==> config.mk <==
export PLATFORM = sky130hd
export DESIGN_NAME = rv32i_id_stage
export DESIGN_NICKNAME = d
export VERILOG_FILES = /design/src/rtl/rv32i_pkg.sv /design/src/rtl/imm_gen.sv /design/src/rtl/rv32i_id_stage.sv
export SDC_FILE = /design/constraint.sdc
export NUM_CORES = 1
export LEC_CHECK = 0
export CORE_MARGIN = 2
export CORE_UTILIZATION = 32
export DETAILED_ROUTE_END_ITERATION = 16
export GPL_ROUTABILITY_DRIVEN = 0
export PLACE_DENSITY = 0.83
export SLEW_MARGIN = 10
export SYNTH_ARGS = -nofsm -noshare
export SYNTH_HDL_FRONTEND = slang
export SYNTH_SLANG_ARGS = --single-unit
==> constraint.sdc <==
create_clock -name clk -period 3.9 [get_ports clk]
set_input_delay 0.585 -clock clk [delete_from_list [all_inputs] [get_ports clk]]
set_output_delay 0.585 -clock clk [all_outputs]
set_load 0.02 [all_outputs]
==> src/rtl/rv32i_pkg.sv <==
// rv32i_pkg -- shared RV32I decode definitions.
//   * The 11 base-ISA major opcodes.
//   * imm_fmt_e selects which immediate layout imm_gen assembles.
package rv32i_pkg;

  localparam logic [6:0] OP_LUI      = 7'b0110111;
  localparam logic [6:0] OP_AUIPC    = 7'b0010111;
  localparam logic [6:0] OP_JAL      = 7'b1101111;
  localparam logic [6:0] OP_JALR     = 7'b1100111;
  localparam logic [6:0] OP_BRANCH   = 7'b1100011;
  localparam logic [6:0] OP_LOAD     = 7'b0000011;
  localparam logic [6:0] OP_STORE    = 7'b0100011;
  localparam logic [6:0] OP_IMM      = 7'b0010011;
  localparam logic [6:0] OP_OP       = 7'b0110011;
  localparam logic [6:0] OP_MISC_MEM = 7'b0001111;
  localparam logic [6:0] OP_SYSTEM   = 7'b1110011;

  typedef enum logic [2:0] {
    IMM_I,
    IMM_S,
    IMM_B,
    IMM_U,
    IMM_J,
    IMM_NONE
  } imm_fmt_e;

endpackage

==> src/rtl/imm_gen.sv <==
// imm_gen -- assembles the 32-bit immediate for a given format.
// Ports:
//   ir   in  [31:0]  instruction word
//   fmt  in          immediate format (imm_fmt_e)
//   imm  out [31:0]  immediate; sign bit ir[31] for all formats but U,
//                    zero for IMM_NONE
module imm_gen
  import rv32i_pkg::*;
(
  input  logic [31:0] ir,
  input  imm_fmt_e    fmt,
  output logic [31:0] imm
);

  // The opcode bits never contribute to an immediate.
  logic unused_opcode_bits;
  assign unused_opcode_bits = ^ir[6:0];

  always_comb begin
    imm = 32'h0000_0000;
    case (fmt)
      IMM_I:   imm = {{20{ir[31]}}, ir[31:20]};
      IMM_S:   imm = {{20{ir[31]}}, ir[31:25], ir[11:7]};
      IMM_B:   imm = {{19{ir[31]}}, ir[31], ir[7], ir[30:25], ir[11:8], 1'b0};
      IMM_U:   imm = {ir[31:12], 12'h000};
      IMM_J:   imm = {{11{ir[31]}}, ir[31], ir[19:12], ir[20], ir[30:21], 1'b0};
      default: imm = 32'h0000_0000;
    endcase
  end

endmodule

==> src/rtl/rv32i_id_stage.sv <==
// rv32i_id_stage -- RV32I instruction decode.
// Purely combinational field split of ir plus one sticky illegal flag.
// Ports:
//   clk, rst        clock; synchronous active-high reset (sticky flag only)
//   ir      [31:0]  instruction word from IF
//   rs1/rs2/rd      register indices (fixed bit positions)
//   opcode/funct3   fixed fields
//   funct7          ir[31:25] for OP, else 0
//   imm     [31:0]  sign-extended immediate selected by opcode
//   illegal         ir is not one of the 11 base opcodes
//   illegal_seen    sticky OR of illegal since the last reset
module rv32i_id_stage
  import rv32i_pkg::*;
(
  input  logic        clk,
  input  logic        rst,
  input  logic [31:0] ir,
  output logic [4:0]  rs1,
  output logic [4:0]  rs2,
  output logic [4:0]  rd,
  output logic [6:0]  opcode,
  output logic [2:0]  funct3,
  output logic [6:0]  funct7,
  output logic [31:0] imm,
  output logic        illegal,
  output logic        illegal_seen
);

  imm_fmt_e fmt;
  logic     legal_op;
  logic     illegal_seen_reg;

  assign rs1    = ir[19:15];
  assign rs2    = ir[24:20];
  assign rd     = ir[11:7];
  assign opcode = ir[6:0];
  assign funct3 = ir[14:12];
  assign funct7 = (ir[6:0] == OP_OP) ? ir[31:25] : 7'b000_0000;

  // Opcode classification: immediate format and legality together.
  always_comb begin
    fmt      = IMM_NONE;
    legal_op = 1'b1;
    case (ir[6:0])
      OP_LOAD, OP_IMM, OP_JALR, OP_SYSTEM, OP_MISC_MEM: fmt = IMM_I;
      OP_STORE:          fmt = IMM_S;
      OP_BRANCH:         fmt = IMM_B;
      OP_LUI, OP_AUIPC:  fmt = IMM_U;
      OP_JAL:            fmt = IMM_J;
      OP_OP:             fmt = IMM_NONE;
      default: begin
        fmt      = IMM_NONE;
        legal_op = 1'b0;
      end
    endcase
  end

  // All listed opcodes end in 2'b11, but the quadrant test is kept
  // explicit so compressed-space words are plainly flagged.
  assign illegal = (ir[1:0] != 2'b11) || !legal_op;

  imm_gen u_imm_gen (
    .ir  (ir),
    .fmt (fmt),
    .imm (imm)
  );

  // Reset wins over a simultaneous illegal word.
  always_ff @(posedge clk) begin
    if (rst) begin
      illegal_seen_reg <= 1'b0;
    end else begin
      illegal_seen_reg <= illegal_seen_reg | illegal;
    end
  end

  assign illegal_seen = illegal_seen_reg;

endmodule

==> summary.txt <==
Place
  – Count of input and output buffers: 99
  – Area after detailed placement: 0.00187 sq mm
  – Placed wire-length estimate after detailed placement: 2870 um

Logic synthesis
  – Post-Syn Area: 0.00101 sq mm
  – Main flop type after synthesis: dfxtp_1
  – Most repeated cell in the gate-level netlist after synthesis: nand2_1
  – Synthesized Nets: 192
  – Total of warnings raised by yosys: 0
  – EDFF count, synth: 0
  – Fraction of synthesized cell area taken by the top area cell type: 0.185
  – Post-synthesis cell count: 158
  – List of most frequent post-synthesis cells: 26 x nand2_1, 25 x buf_4, 13 x nand3_1
  – Number of library cell types mapped by synthesis: 35
  – Cell type contributing the most total cell area after synthesis: buf_4
  – Average footprint of a synthesized cell: 6.42 sq um
  – Fraction of the yosys area taken by sequential cells: 0.0197
  – Synth top area cells: buf_4 18%, nand2_1 9.6%, nand3_1 6.4%
  – Yosys reg bits: 1
  – Async SR Flop Fraction: 0

Global route
  – Vias in the first global route: 1232
  – First-pass GRT wire length: 5400 um
  – Number of antenna violations at the first check in global routing: 0
  – Aggregate global-route resource usage: 0.185
  – Aggregate global routing overflow: 0
  – Pin count of the biggest net entering global routing: 25

STA
  – Normalized max-slew margin: 0.372
  – Worst Max-Slew Pin Slew: 0.937 ns
  – Crit path time final: 3.74 ns
  – Worst clock skew: 0 ns
  – Number of setup violations in the final report: 0
  – RSZ-0062 raised after global routing: no
  – Part of the cycle the worst path needs: 0.958
  – Final Hold Slack: 0.512 ns
  – Final-report hold violation count: 0
  – Achievable frequency: 268 MHz
  – Number of pins with negative max-slew slack in the final report: 0
  – Final total negative setup slack: 0 ns

Detailed routing
  – Remaining design rule violation count: 0
  – Number of DRC markers after the initial detailed-route iteration: 50
  – Total iterations of the first detailed-routing run: 4
  – Routed wire per std cell: 13.2 um
  – Sum of routed wire length over all layers: 3630 um
  – Via count: 1398
  – Vias per std cell: 5.08
  – Number of routed nets with antenna violations: 0

Status
  – Status: finished clean

Layout
  – Flip-flop count of the largest register, all copies and words added: 1
  – Ratio of cells with drive above 1 in the final layout: 0.117
  – Net count, final: 267
  – Final instance area: 0.00188 sq mm
  – Area growth from synthesis to layout: 85.7%
  – Final-layout fill cell count: 291
  – # diodes: 0

Floorplanning
  – Die footprint: 0.00364 sq mm
  – IO Pins: 100
  – Standard-cell row count: 20
  – Width of the die: 60.3 um
  – Initial cell density of the core: 0.335
  – Core Area: 0.00303 sq mm
  – Die height: 60.3 um

Worst setup path
  – CP required: 3.31 ns
  – CP Max Fanout: 12
  – Critical Setup Path Class: input pin to output pin
  – Critical path endpoint category: output pin
  – CP most frequent cell: clkdlybuf4s50_1
  – Worst EP arrival: 3.15 ns
  – Library cell contributing the largest single delay on the critical path: nor3_2
  – Highest cell delay on the worst timing path: 0.81 ns
  – Ordered cell list for the critical path: clkdlybuf4s50_1, or2_2, o2111ai_4, nor3_2, o21ai_1, clkdlybuf4s50_1
  – Crit path launch type: input pin

Clock network
  – Worst skew pair latency: 0 ns
  – Number of post-CTS setup repair buffers: 0
  – Quantity of gates resized following cts: 0
  – Clock transition at path regs: 0 ns
  – CTS Hold Buffers Added: 0

Power
  – Total leakage power: 0.637 nW
  – Overall power of the completed layout: 0.198 mW
  – Worst IR Drop VDD: 90.9 uV
  – Power per cell area: 105 mW/mm^2

Min path
  – Class of the tightest hold or removal check: flop to flop

Flow run
  – Number of violations of the max-capacitance limit: 0
==> per-stage QoR <==
step / cells / worst slack, ns / utilization
floorplan: 158 / 1.25 / -
global placement: 274 / 0.110 / 0.619
detailed placement: 274 / 0.0916 / 0.619
CTS: 274 / 0.0934 / 0.619
global route: 275 / 0.0256 / 0.622
finish: 275 / 0.163 / 0.622
==> worst max-delay path: cells and delay by family <==
family	cells	cell delay (ns)
compound gates	2	0.33
simple gates	2	1.04
buf+inv	2	1.19
==> layout make-up <==
class / instances / area [sq um] / area share
Multi-Input combinational cell: 116 / 721 / 0.382
Tap cell: 44 / 55.1 / 0.0292
Sequential cell: 1 / 20.0 / 0.0106
Inverter: 4 / 15.0 / 0.00797
Timing Repair Buffer: 110 / 1070 / 0.570
==> power by group <==
part           switching, mW  internal [mW]  total, mW
Clock                      0              0          0
Combinational         0.0948         0.0916      0.186
Sequential          0.000520         0.0112     0.0117
Total                 0.0953          0.103      0.198
==> final timing paths <==
| path | startpoint | to | slack [ns] | cells after the start |
|---|---|---|---|---|
| setup / recovery | ir[2] | imm[28] | 0.16 | 6 |
| hold / removal | illegal_seen | illegal_seen | 0.51 | 1 |
| setup reg to reg | illegal_seen | illegal_seen | 2.97 | 3 |
| hold reg to reg | illegal_seen | illegal_seen | 0.51 | 1 |
==> per-layer routing <==
layer | share of wire | vias up | track usage
li1 | - | 689 | -
met1 | 0.39 | 630 | 0.239
met2 | 0.50 | 75 | 0.326
met3 | 0.10 | 4 | 0.0281
met4 | 0.0066 | 0 | 0.0317
met5 | 0 | - | 0
==> cell usage in the layout, fill, tap and decap left out, types with 5 or more instances in the layout <==
cell and n:
clkdlybuf4s50_1 99, nor3_2 7, nand2_1 26, nand3_1 13, o21ai_1 10, a21oi_1 9
nand4_1 5, buf_4 11, and2_1 10
==> logic make-up (layout without fill, tap and decap cells) <==
| group | Yosys count | count (layout) | synth area share |
|---|---|---|---|
| AO/OA/AOI/OAI | 35 | 35 | 0.242 |
| XOR/XNOR | 1 | 1 | 0.00863 |
| adder cells (fa/ha/maj) | 1 | 1 | 0.00986 |
| buffers and inverters | 42 | 114 | 0.280 |
| flip-flops | 1 | 1 | 0.0197 |
| AND/OR/NAND/NOR | 78 | 79 | 0.440 |
Power figures use the tool's default switching activity.
